**config.mk**
```make
export PLATFORM = sky130hd
export DESIGN_NAME = jt12_i2s_tx
export DESIGN_NICKNAME = d
export VERILOG_FILES = /design/src/rtl/jt12_i2s_pkg.sv /design/src/rtl/jt12_i2s_clkdiv.sv /design/src/rtl/jt12_i2s_tx.sv
export SDC_FILE = /design/constraint.sdc
export NUM_CORES = 1
export LEC_CHECK = 0
export BUFFER_PORTS_ARGS = -buffer_cell sky130_fd_sc_hd__buf_2
export CAP_MARGIN = 10
export CORE_AREA = 2 2 78 80
export CTS_BUF_LIST = sky130_fd_sc_hd__clkbuf_2
export DETAILED_ROUTE_END_ITERATION = 6
export DIE_AREA = 0 0 80 82
export PLACE_DENSITY = 0.87
export SYNTH_ARGS = -nofsm -noshare
export SYNTH_HDL_FRONTEND = slang
export SYNTH_SLANG_ARGS = --single-unit
```
**constraint.sdc**
```tcl
create_clock -name clk -period 3.35 [get_ports clk]
set_input_delay 0.5025 -clock clk [delete_from_list [all_inputs] [get_ports clk]]
set_output_delay 0.5025 -clock clk [all_outputs]
set_load 0.005 [all_outputs]
```
**src/rtl/jt12_i2s_pkg.sv**
```systemverilog
// rtl/jt12_i2s_pkg.sv - shared constants and state encoding for the jt12 I2S transmitter
package jt12_i2s_pkg;

    localparam int PCM_W = 16;

    typedef enum logic {
        ST_IDLE = 1'b0,
        ST_RUN  = 1'b1
    } i2s_state_t;

endpackage

```
**src/rtl/jt12_i2s_clkdiv.sv**
```systemverilog
// rtl/jt12_i2s_clkdiv.sv - sck generator: divide counter, registered sck and falling-edge strobe
module jt12_i2s_clkdiv #(
    parameter int SCK_DIV = 2
) (
    input  logic clk,
    input  logic rst,
    input  logic en,
    output logic sck,
    output logic fall
);

    localparam int DW = (SCK_DIV > 1) ? $clog2(SCK_DIV) : 1;

    logic [DW-1:0] div;
    logic          tc;

    assign tc   = (div == DW'(SCK_DIV - 1));
    // fall is asserted in the cycle whose closing edge drives sck low
    assign fall = en & tc & sck;

    always_ff @(posedge clk) begin
        if (rst || !en) begin
            div <= '0;
            sck <= 1'b0;
        end else if (tc) begin
            div <= '0;
            sck <= ~sck;
        end else begin
            div <= div + DW'(1);
        end
    end

endmodule

```
**src/rtl/jt12_i2s_tx.sv**
```systemverilog
// rtl/jt12_i2s_tx.sv - I2S transmitter: holding regs, frame shifter, bit index and status pulses
module jt12_i2s_tx
    import jt12_i2s_pkg::*;
#(
    parameter int SCK_DIV = 2,
    parameter int SLOT_W  = 16
) (
    input  logic        clk,
    input  logic        rst,
    input  logic        sample,
    input  logic [15:0] left,
    input  logic [15:0] right,
    output logic        sck,
    output logic        ws,
    output logic        sd,
    output logic        underrun,
    output logic        overrun
);

    localparam int FW = 2 * SLOT_W;
    localparam int BW = $clog2(FW);

    i2s_state_t          st;
    logic [PCM_W-1:0]    hl, hr;
    logic [PCM_W-1:0]    load_l, load_r;
    logic                pending;
    logic [FW-1:0]       sr;
    logic [FW-1:0]       fword;
    logic [BW-1:0]       b;
    logic [BW-1:0]       b_nxt;
    logic                run;
    logic                fall;
    logic                wrap;

    assign run = (st == ST_RUN);

    jt12_i2s_clkdiv #(.SCK_DIV(SCK_DIV)) u_clkdiv (
        .clk  (clk),
        .rst  (rst),
        .en   (run),
        .sck  (sck),
        .fall (fall)
    );

    assign wrap   = fall && (b == BW'(FW - 1));
    assign b_nxt  = wrap ? '0 : b + BW'(1);
    // a strobe on the load cycle bypasses the holding regs
    assign load_l = sample ? left  : hl;
    assign load_r = sample ? right : hr;

    always_comb begin
        fword                    = '0;
        fword[FW-1     -: PCM_W] = load_l;
        fword[SLOT_W-1 -: PCM_W] = load_r;
    end

    always_ff @(posedge clk) begin
        if (rst) begin
            st       <= ST_IDLE;
            hl       <= '0;
            hr       <= '0;
            pending  <= 1'b0;
            sr       <= '0;
            b        <= '0;
            ws       <= 1'b0;
            sd       <= 1'b0;
            underrun <= 1'b0;
            overrun  <= 1'b0;
        end else begin
            underrun <= 1'b0;
            overrun  <= 1'b0;
            if (st == ST_IDLE) begin
                if (sample) begin
                    st      <= ST_RUN;
                    hl      <= load_l;
                    hr      <= load_r;
                    pending <= 1'b0;
                    sr      <= fword;
                    b       <= '0;
                    ws      <= 1'b0;
                    sd      <= 1'b0;
                end
            end else begin
                // sd lags the shifter by one bit, giving the I2S one-bit delay
                if (fall) begin
                    b  <= b_nxt;
                    ws <= (b_nxt >= BW'(SLOT_W));
                    sd <= sr[FW-1];
                    sr <= wrap ? fword : (sr << 1);
                end
                if (wrap) begin
                    hl       <= load_l;
                    hr       <= load_r;
                    pending  <= 1'b0;
                    underrun <= !sample && !pending;
                end else if (sample) begin
                    hl      <= left;
                    hr      <= right;
                    pending <= 1'b1;
                    overrun <= pending;
                end
            end
        end
    end

endmodule
```
==> impl_metrics.tcl, run 1 <==
set metrics [dict create \
    outcome "finished clean" \
    ctsHoldBuffers 0 \
    syn2layout_area_growth_pct 10.1 \
    grt_max_degree 68 \
    cpMaxStageDelayCell "a221o_1" \
    setup_viol 0 \
    path_cells "ha_1 -> and3_1 -> ha_1 -> nand3_1 -> nand2_2 -> a221o_1 -> a21oi_1" \
    clock_sinks 76 \
    min_to "hr[11]" \
    netlist.area_leader.share_pct 47.7 \
    synth_edf_count 0 \
    crit_type "register to register" \
    synth_xor_area_share_pct 1.10 \
    cts_root_buf "clkbuf_2" \
    syn_avg_cell_area_um2 9.50 \
    min_period_ns 2.15 \
    r2r_end "sr[30]" \
    regArea_um2 1520 \
    fin_skew_ns 0.0164 \
    synthArstFlopShare_pct 0 \
    final_common_cell "dfxtp_1" \
    r2r_slack_ns 1.20 \
    rsz0062_at_grt "no" \
    pre_cts_slack_ns 0.924 \
    synth_nets 373 \
    synth_mux_area_share_pct 10.0 \
    hp-class "input pin to register" \
    yosys.area_share.simple_pct 18.3 \
    syn_inst 336 \
    antenna_cells 0 \
    cts_max_level 3 \
    fin_setup_tns_ns 0 \
    avgRoutedWirePerCell_um 13.7 \
    die_h_um 82 \
    synth_seq_area_share_pct 47.7 \
    start_util_pct 55.5 \
    port_buffers 39 \
    ys_types 27 \
    synth_compound_area_share_pct 15.8 \
    cts-buffers-inserted 9 \
    cts_tree "done" \
    clk_pin_slew_ns 0.21 \
    period_share_pct 64.1 \
    synth_area_um2 3190 \
    yosys-top-cells-area "dfxtp_1 48%, mux2i_1 10%, a221o_1 9.7%, nor2b_1 6.1%, a21oi_1 5.2%" \
    reg2reg_depth 7 \
    p_int_w 0.00151 \
    ctsResizeCount 0 \
    drc_errors 0 \
    fillers 495 \
    drt-vias-per-instance 5.45 \
    grt_pass1_vias 2164 \
    combPwrFrac_pct 10.1 \
    critPathMaxStageDelay_ns 0.48 \
    fmax_ghz 0.466 \
    dr.pass1.iters 4 \
    hold_viol_final 0 \
    grt_pass1_wl_um 9880 \
    cpMostUsedCell "ha_1" \
    yosysTopAreaCell "dfxtp_1" \
    antenna_left 0 \
    vias 2394 \
    cp.arrival_ns 2.57 \
    cts_buffer_depth 2 \
    postCtsSetupRepairBufs 0 \
    tightest_slew_ns 1.03 \
    die-width_um 80 \
    synth-adder-area-share_pct 0.784 \
    timing.final.ws_setup_ns 1.20 \
    p_clk_share_pct 40.2 \
    io_pins 40 \
    multi_input_area_um2 1470 \
    maxCapViolations 0 \
    postLayoutCellArea_um2 3510 \
    drive_gt1_share_pct 16.2 \
    p_seq_share_pct 49.7 \
    start_kind "register" \
    fin_hold_ws_ns 0.253 \
    placed_cell_area_um2 3310 \
    vdd_drop_max_mv 0.365 \
    num_rows 28 \
    worst_hold_startpoint "right[11]" \
    cpLargestDelayFamily "simple AND/OR/NAND/NOR gates" \
    final_cell_mix "76 x dfxtp_1, 44 x nor2_1, 39 x buf_2" \
    switchingPower_w 0.000452 \
    hpwl_um 3590 \
    cp_num_buf_inv 0 \
    yosysWarnings 0 \
    r2r_start "b[0]" \
    gr-total-overflow 0 \
    grt_antenna_before_repair 0 \
    wl_um 6010 \
    ys.flop_type "dfxtp_1" \
    slew_violations 0 \
    switching_share_pct 23.0 \
    track_usage_pct 19.3 \
    crit_fanout 32 \
    powerDensity_nw_per_um2 560 \
    gp_congestion 0.791 \
    p_leak_nw 1.50 \
    yosys_register_bits 76 \
    hold_path_depth 3 \
    drt_iter0_drc 165 \
    core_um2 5750 \
    required_ns 3.77 \
    die-area_um2 6560 \
    final_nets 396 \
    cp-end-kind "register" \
    clk_latency_ns 0.50 \
    slew-limit-headroom_pct 31.1 \
    synth_top_family_by_area "simple AND/OR/NAND/NOR gates" \
]
## registers in the layout, summed over array words and instances (netlist names)
register and cells:
u_clkdiv.div 1, underrun 1, b 4, sr 32
u_clkdiv.sck 1, sd 1, run 1, hl 16
ws 1, pending 1, hr 16, overrun 1
## power groups by stage
stage / Combinational [W] / Sequential, W / Clock [W]
after floorplan: 0.000166 / 0.000990 / 0
after global placement: 0.000192 / 0.000993 / 0
after detailed placement: 0.000198 / 0.000996 / 0
after CTS: 0.000200 / 0.000977 / 0.000800
after global routing: 0.000223 / 0.000983 / 0.000830
final: 0.000199 / 0.000977 / 0.000790
## metrics by stage
| step | util [%] | power (W) | std cells |
|---|---|---|---|
| floorplan | - | 0.00116 | 336 |
| global placement | 57.5 | 0.00118 | 423 |
| detailed placement | 57.5 | 0.00119 | 423 |
| CTS | 61.1 | 0.00198 | 439 |
| global route | 61.1 | 0.00204 | 439 |
| finish | 61.1 | 0.00197 | 439 |
## cell usage after synthesis (4+ instances only)
master,count
nor2_1,44
a21oi_1,33
buf_2,7
dfxtp_1,76
buf_6,8
mux2i_1,32
nor2b_1,31
clkbuf_1,11
buf_4,4
nand3_1,4
a221o_1,31
nand2_1,35
## kinds of logic after synthesis
family,Yosys count
compound gates,68
xor+xnor,4
mux,32
simple gates,123
buf+inv,31
flops,76
fa+ha+maj,2
## worst register-to-register path, stage by stage, from the launching register on
cell and delay (ns):
dfxtp_1 0.38, ha_1 0.22, and3_1 0.19, ha_1 0.19
nand3_1 0.12, nand2_2 0.38, a221o_1 0.48, a21oi_1 0.12
## how the worst max path moves through the flow
| stage | start | slack [ns] | cells past startpoint | end |
|---|---|---|---|---|
| final | b[0] | 1.20 | 7 | sr[30] |
| after global routing | b[0] | 1.06 | 7 | sr[30] |
| after detailed placement | sample | 0.92 | 5 | sr[19] |
| after CTS | b[0] | 1.21 | 7 | sr[19] |
| after floorplan | b[0] | 1.58 | 8 | sr[27] |
| after global placement | sample | 0.97 | 5 | sr[5] |
## cell type report
type | instances | share of cell area [%]
Sequential cell | 76 | 43.3
Clock buffer | 9 | 1.28
Tap cell | 75 | 2.67
Clock inverter | 7 | 4.63
Inverter | 1 | 0.107
Multi-Input combinational cell | 229 | 41.8
Timing Repair Buffer | 42 | 6.20
## layer usage
layer | wire, µm | track usage, % | vias to the layer above
li1 | - | - | 1214
met1 | 2950 | 25.2 | 1114
met2 | 2740 | 30.7 | 57
met3 | 221 | 3.52 | 9
met4 | 100 | 9.83 | 0
met5 | 0 | 0 | -
No activity file was read; power rests on OpenSTA's default activity.
==> run 2, diff against run 1 <==
==> constraint.sdc (replaced) <==
create_clock -name clk -period 2.1 [get_ports clk]
set_input_delay 0.315 -clock clk [delete_from_list [all_inputs] [get_ports clk]]
set_output_delay 0.315 -clock clk [all_outputs]
set_load 0.005 [all_outputs]
==> run 2 against run 1 <==
Power up 41%. Routed wire length rose by 3.1%. Fmax increased by 9.1%. Non-clock buffer count is 8 higher. Clock skew grew 0.0069 ns. Setup slack worse by 1.1 ns. Utilization grew 0.41 points. Via count rose by 1.3%. Critical path depth increased by 1. Flip-flop and latch count is the same. Sequential share of layout area down 0.29 points.
==> impl_metrics.tcl, run 2 (synthesis gave the netlist of run 1 again) <==
set metrics [dict create \
    hp-class "input pin to register" \
    rsz0062_at_grt "no" \
    final_nets 404 \
    postCtsSetupRepairBufs 0 \
    vdd_drop_max_mv 0.516 \
    required_ns 2.52 \
    clk_pin_slew_ns 0.21 \
    largest_reg_flops 32 \
    ctsResizeCount 0 \
    io_pins 40 \
    grt_antenna_before_repair 0 \
    start_kind "register" \
    drt-vias-per-instance 5.43 \
    drc_errors 0 \
    critPathMaxStageDelay_ns 0.37 \
    cpLargestDelayFamily "compound AO/OA/AOI/OAI gates" \
    syn2layout_area_growth_pct 10.9 \
    grt_max_degree 33 \
    gr-total-overflow 0 \
    cts_max_level 3 \
    start_util_pct 55.5 \
    antenna_cells 0 \
    dr.pass1.iters 4 \
    drt_iter0_drc 176 \
    final_common_cell "dfxtp_1" \
    hpwl_um 4150 \
    setup_viol 0 \
    ctsHoldBuffers 0 \
    regArea_um2 1520 \
    maxCapViolations 0 \
    period_share_pct 93.7 \
    gp_congestion 0.806 \
    largestRegisters "sr x32, hl x16, hr x16" \
    wl_um 6200 \
    cp_num_buf_inv 1 \
    grt_pass1_wl_um 10400 \
    final_cell_mix "76 x dfxtp_1, 44 x nor2_1, 39 x buf_2" \
    regMostFlops "sr" \
    crit_fanout 9 \
    cp.arrival_ns 2.39 \
    cts_tree "done" \
    antenna_left 0 \
    clock_sinks 76 \
    drive_gt1_share_pct 18.0 \
    slew_violations 0 \
    cts-buffers-inserted 9 \
    slew-limit-headroom_pct 67.9 \
    track_usage_pct 20.5 \
    core_um2 5750 \
    cp-end-kind "register" \
    min_period_ns 1.97 \
    die-area_um2 6560 \
    port_buffers 39 \
    powerDensity_nw_per_um2 784 \
    grt_pass1_vias 2382 \
    p_leak_nw 1.52 \
    cpMaxStageDelayCell "dfxtp_1" \
    hold_viol_final 0 \
    fin_setup_tns_ns 0 \
    die_h_um 82 \
    outcome "finished clean" \
    cpMostUsedCell "ha_1" \
    cts_root_buf "clkbuf_2" \
    die-width_um 80 \
    fillers 493 \
    avgRoutedWirePerCell_um 13.9 \
    num_rows 28 \
    fmax_ghz 0.508 \
    fin_hold_ws_ns 0.0695 \
    multi_input_area_um2 1470 \
    path_cells "ha_1 -> and3_1 -> ha_1 -> nand3_1 -> nand2_4 -> buf_4 -> a221o_1 -> a21oi_1" \
    crit_type "register to register" \
    fin_skew_ns 0.0232 \
    cts_buffer_depth 2 \
    tightest_slew_ns 0.481 \
    clk_latency_ns 0.49 \
    vias 2425 \
]
-- run 2: tightest hold or removal path: cells and delay by family --
| family | cells | cell delay [ns] |
|---|---|---|
| mux | 1 | 0.08 |
| simple gates | 1 | 0.08 |
| buf+inv | 1 | 0.07 |
-- run 2: final timing paths --
kind / startpoint / to / slack (ns) / depth (start not counted)
min: right[12] / hr[12] / 0.07 / 3
min reg2reg: sr[30] / sr[30] / 0.47 / 2
max reg2reg: b[0] / sr[27] / 0.13 / 8
max: b[0] / sr[27] / 0.13 / 8
-- run 2: stage by stage --
stage               total power (W)  setup slack, ns  util, %  cells  instance area (µm²)
global route                0.00291           0.0273     61.6    447                 3540
CTS                         0.00280            0.104     61.5    447                 3530
finish                      0.00277            0.133     61.6    447                 3540
detailed placement          0.00193            0.158     59.2    431                 3400
global placement            0.00192            0.222     59.2    431                 3400
floorplan                   0.00184            0.326        -    336                 3190
-- run 2: power by group --
group	switching, W	total [W]	internal, W
sequential	0.0000378	0.00156	0.00152
clock	0.000479	0.000869	0.000390
combinational	0.000182	0.000342	0.000160
-- run 2: final cells by class --
cell class              instances  share of cell area, %
clock buffers                  10                   1.41
clock inverters                 6                   2.23
inverters                       1                  0.106
multi-input cells             229                   41.7
flip-flops and latches         76                   43.0
well taps                      75                   2.65
repair buffers                 50                   8.91
-- run 2: routing by layer --
| layer | GRT usage (%) | vias up | wire length, µm |
|---|---|---|---|
| met5 | 0 | - | 0 |
| met4 | 8.81 | 0 | 98 |
| met3 | 4.95 | 8 | 216 |
| met2 | 36.5 | 54 | 3150 |
| met1 | 23.4 | 1131 | 2730 |
| li1 | - | 1232 | - |
